<file path="src/rtl/dec_3to8_strobe.sv">
// rtl/dec_3to8_strobe.sv - sequenced 3-to-8 one-hot strobe decoder with programmable pulse and gap
// Optional sticky busy-drop flag ERR_O enabled by defining DEC_3TO8_ERR_EN.
module dec_3to8_strobe #(
  parameter int PULSE_LEN = 4,
  parameter int GAP_LEN   = 1
) (
  input  logic       CLK,
  input  logic       RST,
  input  logic [2:0] ARR_I,
  input  logic       VALID_I,
  output logic       READY_O,
  output logic [7:0] ARR_O,
  output logic       VALID_O
`ifdef DEC_3TO8_ERR_EN
  ,
  output logic       ERR_O
`endif
);

  typedef enum logic [1:0] {
    ST_IDLE  = 2'd0,
    ST_PULSE = 2'd1,
    ST_GAP   = 2'd2
  } state_t;

  localparam logic [7:0] PULSE_M1 = 8'(PULSE_LEN - 1);
  localparam logic [7:0] GAP_M1   = 8'(GAP_LEN - 1);

  state_t     state_q, state_d;
  logic [7:0] cnt_q, cnt_d;
  logic [2:0] code_q, code_d;
  logic [7:0] arr_q, arr_d;
  logic       valid_q, valid_d;

  assign READY_O = (state_q == ST_IDLE);
  assign ARR_O   = arr_q;
  assign VALID_O = valid_q;

  always_comb begin
    state_d = state_q;
    cnt_d   = cnt_q;
    code_d  = code_q;
    unique case (state_q)
      ST_IDLE: begin
        if (VALID_I) begin
          code_d  = ARR_I;
          cnt_d   = PULSE_M1;
          state_d = ST_PULSE;
        end
      end
      ST_PULSE: begin
        if (cnt_q == 8'd0) begin
          if (GAP_LEN == 0) begin
            state_d = ST_IDLE;
          end else begin
            cnt_d   = GAP_M1;
            state_d = ST_GAP;
          end
        end else begin
          cnt_d = cnt_q - 8'd1;
        end
      end
      ST_GAP: begin
        if (cnt_q == 8'd0) begin
          state_d = ST_IDLE;
        end else begin
          cnt_d = cnt_q - 8'd1;
        end
      end
      default: state_d = ST_IDLE;
    endcase
    // Outputs are computed from the next state so they register in the same edge as the transition.
    arr_d   = (state_d == ST_PULSE) ? (8'b1 << code_d) : 8'h00;
    valid_d = (state_d == ST_PULSE);
  end

  always_ff @(posedge CLK) begin
    if (RST) begin
      state_q <= ST_IDLE;
      cnt_q   <= 8'd0;
      code_q  <= 3'd0;
      arr_q   <= 8'h00;
      valid_q <= 1'b0;
    end else begin
      state_q <= state_d;
      cnt_q   <= cnt_d;
      code_q  <= code_d;
      arr_q   <= arr_d;
      valid_q <= valid_d;
    end
  end

`ifdef DEC_3TO8_ERR_EN
  logic err_q, err_d;

  assign ERR_O = err_q;

  always_comb begin
    err_d = err_q | (VALID_I & ~READY_O);
  end

  always_ff @(posedge CLK) begin
    if (RST) begin
      err_q <= 1'b0;
    end else begin
      err_q <= err_d;
    end
  end
`endif

endmodule

</file>
<file path="config.mk">
export PLATFORM = sky130hd
export DESIGN_NAME = dec_3to8_strobe
export DESIGN_NICKNAME = d
export VERILOG_FILES = /design/src/rtl/dec_3to8_strobe.sv
export SDC_FILE = /design/constraint.sdc
export NUM_CORES = 1
export LEC_CHECK = 0
export CAP_MARGIN = 25
export CORE_MARGIN = 10
export CORE_UTILIZATION = 41
export CTS_CLUSTER_DIAMETER = 50
export CTS_CLUSTER_SIZE = 30
export DETAILED_ROUTE_END_ITERATION = 8
export GPL_ROUTABILITY_DRIVEN = 0
export PLACE_DENSITY = 0.73
export SYNTH_ARGS = -nofsm -noshare
export SYNTH_HDL_FRONTEND = slang
export SYNTH_SLANG_ARGS = --single-unit
</file>
<file path="constraint.sdc">
create_clock -name CLK -period 2 [get_ports CLK]
set_input_delay 0.6 -clock CLK [delete_from_list [all_inputs] [get_ports CLK]]
set_output_delay 0.6 -clock CLK [all_outputs]
set_load 0.05 [all_outputs]
</file>
Word level (Yosys, flattened, before mapping)

Cells that the tools add are included.

Register bits: 22
Input port bits: 6
Output and inout port bits: 10

Add/subtract/negate cells: 1
Equality and inequality tests: 5
Shift-type cells: 1
Mux-type cells: 10
Bitwise operators: 1
Reductions and logical operators: 5

Operator list:

| operator                                             | number |
|---|---|
| 2-to-1 mux 8 bit                                     | 3 |
| case mux 8 bit (3 select lines)                      | 1 |
| logical NOT 8 bit                                    | 1 |
| left shift 1 x 3 -> 8 bit (first input constant)     | 1 |
| subtractor 8 x 1 -> 8 bit (second input constant)    | 1 |
| 2-to-1 mux 2 bit                                     | 3 |
| 2-to-1 mux 3 bit                                     | 2 |
| case mux 2 bit (3 select lines)                      | 1 |
| equality test 2 x 1 -> 1 bit (second input constant) | 2 |
| != test 2 bit (second input constant)                | 2 |
| AND reduction 3 bit                                  | 1 |
| nonzero test 3 bit                                   | 1 |
| equality test 2 bit (second input constant)          | 1 |
| logical NOT 2 bit                                    | 1 |
| OR reduction 2 bit                                   | 1 |
| NOT 1 bit                                            | 1 |

Depth between registers and ports, before layout

Word-level depth: 6
Depth in mapped cells: 8
Depth with buffers taken out: 6

Least setup slack after synthesis

No wires, ideal clock.

Path type: register to register
Start: register state_q[1]
End: register arr_q[3] (netlist: ARR_O[3])
Setup time: 117 ps
Data arrival time: 2240 ps
Setup slack: -357 ps
Stages on the path, launching flop included: 8
Cells stage by stage: dfxtp_1 inv_1 ha_1 clkbuf_1 nor2b_1 a21oi_1 a221oi_4 and4b_1

Word-level cells in the longest chain between the ends: 5
Elaborated cells on any way between the ends: 12
Those cells by class: eq/ne: 3; shift: 1; mux: 5; bitwise: 1; reduce/logical: 2

RTL lines:

| item                                | RTL line | source |
|---|---|---|
| start, declared                     | 29       | `state_t state_q, state_d;` |
| start signal, assigned              | 85       | `state_q <= state_d;` |
| logical NOT 2 bit (*)               | --       |  |
| net READY_O                         | 11       | `output logic READY_O,` |
| case mux 2 bit (3 select lines)     | 43       | `unique case (state_q)` |
| equality test 2 x 1 -> 1 bit        | 73       | `arr_d = (state_d == ST_PULSE) ? (8'b1 << code_d) : 8'h00;` |
| NOT 1 bit (no source line)          | --       |  |
| OR reduction 2 bit (no source line) | --       |  |
| end signal, assigned                | 88       | `arr_q <= arr_d;` |
| end, declared                       | 32       | `logic [7:0] arr_q, arr_d;` |

Mark *: on every way through the listed nets, which the timed path passes. The rest lies on a longest branch.
A chain may end at the register's enable or synchronous reset.

Worst setup path after layout

Start: register cnt_q[5]
End: register arr_q[3] (netlist: ARR_O[3])

Word-level cells in the longest chain between the ends: 6
Elaborated cells on any way between the ends: 7
Those cells by class: eq/ne: 1; mux: 3; bitwise: 1; reduce/logical: 2

RTL lines:

| item                                    | RTL line | source |
|---|---|---|
| start, declared                         | 30       | `logic [7:0] cnt_q, cnt_d;` |
| start signal, assigned                  | 86       | `cnt_q <= cnt_d;` |
| logical NOT 8 bit (*)                   | 52, 64   |  |
| 2-to-1 mux 2 bit (on tied branches)     | 64, 52   |  |
| case mux 2 bit (3 select lines) (*)     | 43       |  |
| equality test 2 x 1 -> 1 bit (*)        | 73       |  |
| NOT 1 bit (no source line) (*)          | --       |  |
| OR reduction 2 bit (no source line) (*) | --       |  |

Every way passes the cells marked *; elsewhere a longest branch is shown, timed or not.

==> impl_metrics.yaml <==
run_status:
  status: "finished, final reports clean"
die:
  core_sq_um: 2730
  die_y_microns: 73.4
  die_w_microns: 73.4
  die_area_sq_um: 5380
  start_util_pct: 42.7
  rows: 19
  ios: 16
detailed_routing:
  viasPerCell: 5.96
  routedWlPerCell_microns: 14.8
  first_pass_iters: 4
  drc: 0
  vias: 1187
  routed_wl_microns: 2950
  drtAntennaViolNets: 0
  drtIter0Drc: 91
synth:
  synth-compound-area-share_pct: 22.4
  synthTopCellsByArea: "dfxtp_1 38%, ha_1 6.4%, nor2_1 5.1%, a21boi_0 3.2%, nand4_1 3.2%"
  synth_top_family_by_area: "simple AND/OR/NAND/NOR gates"
  avgSynthCellArea_sq_um: 8.78
  syn-num-nets: 145
  synth_top_cell_by_area: "dfxtp_1"
  muxShareOfSynthArea_pct: 0
  synth_cell_types: 39
  synth_area_sq_um: 1170
  synth_top_area_share_pct: 37.7
  ys_ff_latch: 22
  yosys_warnings: 0
  synthAdderAreaFrac_pct: 6.43
  synthesis.instances: 133
  yosys.area_share.simple_pct: 29.5
  synth-seq-area-share_pct: 37.7
  synth_xor_area_share_pct: 0
placement:
  portBuffers: 15
  place_ws_ns: -0.188
  hpwl_microns: 2260
  place_area_sq_um: 1490
  dp.cells: 193
power_and_ir_drop:
  ir_drop_mv: 1.19
  pwr-share-comb_pct: 64.6
  powerDensity_nw_per_um2: 1660
  switching_share_pct: 42.6
  clock_power_share_pct: 12.9
  leakagePower_nw: 0.695
  p_switching_mw: 1.12
  p_total_mw: 2.64
  intPower_mw: 1.52
  p_seq_share_pct: 22.5
cts:
  cts_hold_buf: 0
  cts_tree: "built"
  cts_buffers: 3
  htreeDepth: 1
  clock_path_buffers: 2
  clock_latency_ns: 0.31
  root_buffer: "clkbuf_4"
  clkTransAtPathRegs_ns: 0.13
  cts_num_sinks: 22
worst_setup_path:
  endpoint_kind: "flop"
  worstPathRequired_ns: 2.21
  start_kind: "flop"
  path_class: "reg2reg"
  worstPathMaxFanout: 4
  cp_data_arrival_time_ns: 2.19
sta:
  hold_viol: 0
  fin_setup_tns_ns: 0
  rsz0062_at_grt: "yes"
  finClkSkew_ns: 0.00789
  fin_ws_ns: 0.0190
  fmax_ghz: 0.505
  finalCritPeriodShare_pct: 99.1
  setup_viol: 0
  whs_ns: 0.582
  tightest_slew_ns: 0.579
  fin_crit_ns: 1.98
  max_slew_margin_pct: 61.1
  slew_violations: 0
cells_and_area:
  final_cell_count_no_fill: 199
  seqCellArea_sq_um: 448
  layout_commonest_cell: "buf_4"
  fin_area_sq_um: 1590
  diodes: 0
  fillers: 233
  multi_input_comb_area_sq_um: 727
  area_growth_pct: 36.3
  most-common-layout-cells: "29 x buf_4, 16 x dfxtp_1, 16 x nor2_1"
  drive_gt1_share_pct: 35.7
  nets: 181
  final_util_pct: 58.2
global_routing:
  grt_max_degree: 14
  overflow: 0
  grt_pass1_wl_microns: 4660
  track_usage_pct: 10.5
  antenna_found_initial: 0
  grt_pass1_vias: 1129
run:
  maxCapViolCount: 0
worst_hold_path:
  hold_path.class: "reg2reg"
==> state kept, by name, indices dropped and copies added, names as in the netlist <==
register,count
cnt_q,8
VALID_O,1
code_q,3
state_q,2
ARR_O,8
==> power by group through the flow <==
stage	clock (mW)	sequential, mW	combinational, mW
after floorplan	0	0.681	1.01
after CTS	0.350	0.582	1.60
final	0.339	0.594	1.70
after global placement	0	0.589	1.56
after detailed placement	0	0.591	1.59
after global routing	0.364	0.606	1.84
==> path summary, 6_finish.rpt <==
path,from,to,slack (ns),depth (start not counted)
max,cnt_q[5],ARR_O[3],0.02,4
min,cnt_q[0],cnt_q[0],0.58,2
max reg2reg,cnt_q[5],ARR_O[3],0.02,4
min reg2reg,cnt_q[0],cnt_q[0],0.58,2
==> timing repair <==
item | 4_1_cts | 5_1_grt
buffers inserted | 0 | 1
gates resized for setup | 0 | 15
setup endpoints to repair | 0 | 16
==> cell usage after synthesis, drive strengths merged <==
cell type and number:
dfxtp 22, nor2 16, inv 7, a21oi 6
ha 6, nand2 6, nand3 6, nand4 6
a21boi 5, clkbuf 4, nor3 4, and2 3
nor2b 3, nor4 3, o21ai 3, o31ai 3
or3 3, a211oi 2, a21bo 2, and4b 2
nor4b 2, nor4bb 2, o211a 2, o32ai 2
a221oi 1, a2bb2oi 1, a31oi 1, a41o 1
and3 1, buf 1, nand2b 1, o311a 1
o31a 1, o41a 1, or2 1, or2b 1
or4 1
==> worst max-delay path: stages (launching register included) <==
cell and delay, ns:
dfxtp_2 0.35, or4_4 0.56, or3_4 0.37, a221oi_4 0.35
and4b_1 0.25
==> routing by layer <==
metal | part of all wire [%] | global-route usage, % | vias up
met1 | 39 | 11.2 | 567
li1 | - | - | 563
met3 | 6.1 | 2.69 | 8
met5 | 0 | 0 | -
met2 | 53 | 18.6 | 49
met4 | 2.0 | 5.38 | 0
==> final cells by class <==
| class | count | share of cell area, % |
|---|---|---|
| Multi-Input combinational cell | 99 | 45.7 |
| Sequential cell | 22 | 28.1 |
| Timing Repair Buffer | 36 | 18.8 |
| Tap cell | 31 | 2.44 |
| Clock inverter | 1 | 1.89 |
| Inverter | 7 | 1.65 |
| Clock buffer | 3 | 1.42 |
==> kinds of logic after synthesis <==
kind of cell    after synthesis
buf+inv                      12
flops                        22
compound gates               32
fa+ha+maj                     6
simple gates                 61
Power figures use the tool's default switching activity.
==> variant 1 (config.mk and constraints unchanged) <==
Add a define of `DEC_3TO8_ERR_EN`.
--- a/src/rtl/dec_3to8_strobe.sv
+++ b/src/rtl/dec_3to8_strobe.sv
@@ -2,2 +2,4 @@
 // Optional sticky busy-drop flag ERR_O enabled by defining DEC_3TO8_ERR_EN.
+`define DEC_3TO8_ERR_EN
+
 module dec_3to8_strobe #(
Check against the original RTL (old outputs only; new: ERR_O): equivalent (equiv_simple and equiv_induct, registers matched by name and starting in step).
==> variant 1 against the original RTL <==
- clock skew is 7.4 ps higher
- largest power group unchanged
- design area is 1.0% lower
- area after synthesis is 5.0% higher
- sequential power is 5.2% higher
- setup slack worse by 7.5 ps
- die area is 3.6% higher
- sequential cell count is 1 higher
- power is 13% lower
- global-route usage is 1.0 points higher
- routed wire length is 5.3% higher
==> variant 1: results (changes against the original RTL) <==
- The total global routing track utilization is 11.6% (+1.0 points).
- The pre-CTS worst setup slack is -115 ps (+72.4 ps).
- The cell depth of the worst hold path is 2 (unchanged).
- The static leakage is 0.660 nW (-5.0%).
- Yosys attributes the largest share of cell area to dfxtp_1 38%, ha_1 6.1%, a21oi_1 4.1%.
- The delay of the slowest cell on the worst path is 460 ps (-100 ps).
- The placement-stage cell area is 1530 sq um (+2.9%).
- The clock latency reported for the late side of the worst-skew pair came to 330 ps (+20 ps).
- The endpoint of the worst-slack reg-to-reg timing path is ARR_O[7].
- The final clock skew came to 15.3 ps (+7.36 ps).
- The sequential fraction of the synthesis area is 37.6% (-0.18 points).
- The number of port buffers is 16 (+1).
- The number of placed instances with taps included is 192 (-0.52%).
- The number of antenna violations at the first check in global routing was 0 (unchanged).
- The first-pass GRT wire length is 5110 um (+9.6%).
- The fraction of final layout cells with drive strength greater than 1 came to 27.9% (-7.8 points).
- The average via count per standard cell is 5.90 (-1.0%).
- The critical path data arrival time was 2210 ps (+20 ps).
- Among all stages on the critical path, the largest delay is contributed by dfxtp_1.
- The number of buffers inserted during clock tree synthesis came to 3 (unchanged).
- The switching fraction of total power is 45.0% (+2.5 points).
- The origin of the worst min-delay path is ERR_O.
- The portion of the clock cycle consumed by the worst path in the final layout came to 99.4% (+0.37 points).
- The fraction of the mapped netlist area in adder cells was 6.12% (-0.31 points).
- The maximum fanout along the worst path is 10 (+6).
- The synthesized area per cell is 9.29 sq um (+5.8%).
- The share of synthesized area spent on multiplexers is 1.63% (+1.6 points).
- The number of global-route vias before repair is 1118 (-0.97%).
- The area fraction in compound gates after synthesis is 20.8% (-1.6 points).
- The critical path starts at cnt_q[1].
- The sink of the worst hold path is ERR_O.
- The DRC marker count from the first detailed-route iteration is 70 (-23%).
- The length in cells of the worst reg-to-reg path was 8 (+4).
- The count of placed standard cells in the final layout, fillers left out is 196 (-1.5%).
- The worst hold-check slack came to 497 ps (-85.0 ps).
- The detailed placer's ending HPWL is 2280 um (+0.87%).
- The sum of routed wire segments on met1 is 1340 um (+17%).
- The net count of the mapped netlist is 144 (-0.69%).
- The routed length on met3 is 218 um (+21%).
- The post-detailed-route wirelength per cell is 15.8 um (+6.9%).
- By count the netlist is led by 23 x dfxtp_1, 10 x a21oi_1, 9 x nor2_1.
- The global-route met1 utilization is 14.1% (+2.8 points).
- The run finished with clean final reports.
- The met2 usage is 18.3% (-0.28 points).
- The post-cts repair resize count came to 0 (unchanged).
- The met3 routing resource usage after global routing is 2.63% (-0.064 points).
- The post-synthesis cell type count is 43 (+10%).
==> variant 1: cell count changes after synthesis, sizes merged, moves of 3 or more <==
cell,before,now
nor2,16,9
a21oi,6,10
nand3b,0,4
nor3,4,8
a21boi,5,2
or2,1,4
==> variant 1: area by class of cell <==
cell class	count	area (sq um)
fillers	263	1230
multi-input cells	100	747
flip-flops and latches	23	462
repair buffers	32	278
well taps	31	38.8
clock buffers	3	22.5
inverters	6	22.5
clock inverters	1	5.00
==> variant 1: power groups by stage <==
stage | Combinational, mW | Clock [mW] | Sequential (mW)
detailed placement | 1.38 | 0 | 0.630
finish | 1.44 | 0.231 | 0.625
CTS | 1.39 | 0.234 | 0.620
global route | 1.57 | 0.249 | 0.637
floorplan | 0.800 | 0 | 0.712
global placement | 1.34 | 0 | 0.626
==> variant 1: worst min-delay path: cells and delay by family, from the launching register on <==
family	cells	cell delay, ps
flip-flops	1	360
AND/OR/NAND/NOR	1	70
AO/OA/AOI/OAI	1	40
==> variant 2 (same settings) <==
Made on the original files. The 3 states of `state_t` get a one-hot encoding in 3 bits.
--- a/src/rtl/dec_3to8_strobe.sv
+++ b/src/rtl/dec_3to8_strobe.sv
@@ -19,6 +19,6 @@
 
-  typedef enum logic [1:0] {
-    ST_IDLE  = 2'd0,
-    ST_PULSE = 2'd1,
-    ST_GAP   = 2'd2
+  typedef enum logic [2:0] {
+    ST_IDLE  = 3'b001,
+    ST_PULSE = 3'b010,
+    ST_GAP   = 3'b100
   } state_t;
Formal check against the unedited RTL: no difference found for any inputs over 10 cycles, from zero or initial values and one cycle with RST high; not proved beyond that.
==> variant 2 against the original RTL <==
- sequential cell count grew 1
- design area is 14% lower
- routed wire length fell by 17%
- first-iteration DRC count shrank 69%
- area after synthesis decreased by 6.1%
- clock skew shrank 6.5 ps
- setup slack improved by 130 ps
- non-clock buffer count is 8 lower
Power is not compared: it rests on default switching activity, and its combinational part moved more than twofold at a synthesized area within 25%.
==> variant 2: results (changes against the original RTL) <==
- The placement-stage cell area is 1340 sq um (-10%).
- In this run the most critical hold path is launched from cnt_q[5].
- The post-synthesis cell type count is 34 (-13%).
- The maximum fanout along the worst path is 5 (+1).
- The net count of the mapped netlist is 137 (-5.5%).
- The sequential fraction of the synthesis area was 42.0% (+4.3 points).
- The net count reported at finish was 162 (-10%).
- In the post-synthesis netlist, the biggest area contributors are dfxtp_1 42%, nor2_1 5.8%, nor3b_1 4.8%.
- The critical path data arrival time is 2100 ps (-90 ps).
- The number of maximum-capacitance violations is 0 (unchanged).
- The share of synthesized area spent on multiplexers is 3.77% (+3.8 points).
- The final routed wirelength across all metal layers is 2450 um (-17%).
- The final clock skew came to 1.42 ps (-6.47 ps).
- The met3 routing resource usage after global routing is 2.20% (-0.49 points).
- The run finished with clean final reports.
- The synthesized area per cell is 8.50 sq um (-3.2%).
- The post-detailed-route wirelength per cell is 13.4 um (-9.7%).
- The DRC marker count from the first detailed-route iteration is 28 (-69%).
- The pre-CTS worst setup slack is -120 ps (+68.1 ps).
- The count of fill cells added during filler insertion is 245 (+5.2%).
- The global-route met1 utilization came to 12.1% (+0.88 points).
- The area fraction in compound gates after synthesis is 22.9% (+0.54 points).
- The delay of the slowest cell on the worst path is 540 ps (-20 ps).
- The post-synthesis xor/xnor area fraction is 0.799% (+0.80 points).
- The fraction of final layout cells with drive strength greater than 1 came to 22.9% (-13 points).
- The met2 usage is 15.3% (-3.3 points).
- The total global routing track utilization was 9.69% (-0.84 points).
- The launch point of the worst reg-to-reg path is cnt_q[4].
- The commonest cells after synthesis are 23 x dfxtp_1, 17 x nor2_1, 8 x o21ai_0.
- The first-pass GRT wire length came to 4260 um (-8.6%).
- The number of global-route vias before repair was 968 (-14%).
- The slowest stage of the critical path is the or4_1 cell.
- The count of vias placed by the detailed router is 1011 (-15%).
[variant 2: cell count changes after synthesis, sizes merged, moves of 4 or more]
| cell | delta |
|---|---|
| nand4 | -6 |
| o21a | +4 |
| ha | -4 |
| nor3b | +7 |
| o211ai | +4 |
| o21ai | +5 |
[variant 2: worst reg2reg max path, stage by stage, from the launching register on]
cell	delay, ps
dfxtp_1	360
or4_1	540
or4_1	440
or3_1	320
a21oi_1	140
[variant 2: path summary, 6_finish.rpt]
path | endpoint | slack, ps | depth (start not counted)
hold reg to reg | cnt_q[5] | 520 | 2
setup / recovery | cnt_q[7] | 150 | 4
setup reg to reg | cnt_q[7] | 150 | 4
hold / removal | cnt_q[5] | 520 | 2
[variant 2: where the power goes]
group          internal (mW)  switching, mW  leakage (nW)  total (mW)
Sequential             0.486         0.0281         0.188       0.515
Clock                 0.0747          0.136        0.0177       0.210
Combinational          0.141          0.166         0.355       0.307
[variant 2: cell families after synthesis]
group / after synthesis
flip-flops: 23
multiplexers: 4
AO/OA/AOI/OAI: 38
AND/OR/NAND/NOR: 48
buffers and inverters: 13
adder cells (fa/ha/maj): 2
XOR/XNOR: 1
[variant 2: area by class of cell]
class                   instances  area, sq um  share of cell area, %
well taps                      30         37.5                   2.73
clock buffers                   3         22.5                   1.64
flip-flops and latches         23          460                   33.5
clock inverters                 1         5.00                  0.365
inverters                       5         18.8                   1.37
multi-input cells              93          593                   43.2
repair buffers                 28          235                   17.1
[variant 2: routing by layer]
layer	up-vias	wire length, um
li1	517	-
met1	478	1140
met2	14	1200
met3	2	91
met4	0	12
met5	-	0
[variant 2: metrics by stage]
| step | utilization [%] | hold WS [ps] | TNS, ps |
|---|---|---|---|
| after global placement | 53.1 | 486 | -706 |
| after CTS | 54.2 | 520 | 0 |
| final | 54.4 | 522 | 0 |
| after global routing | 54.4 | 564 | 0 |
| after floorplan | - | 467 | 0 |
| after detailed placement | 53.1 | 497 | -1230 |
[variant 2: repair_timing]
action	in CTS	in global routing
resized for setup	0	1
setup endpoints to repair	0	3
hold buffers	0	0
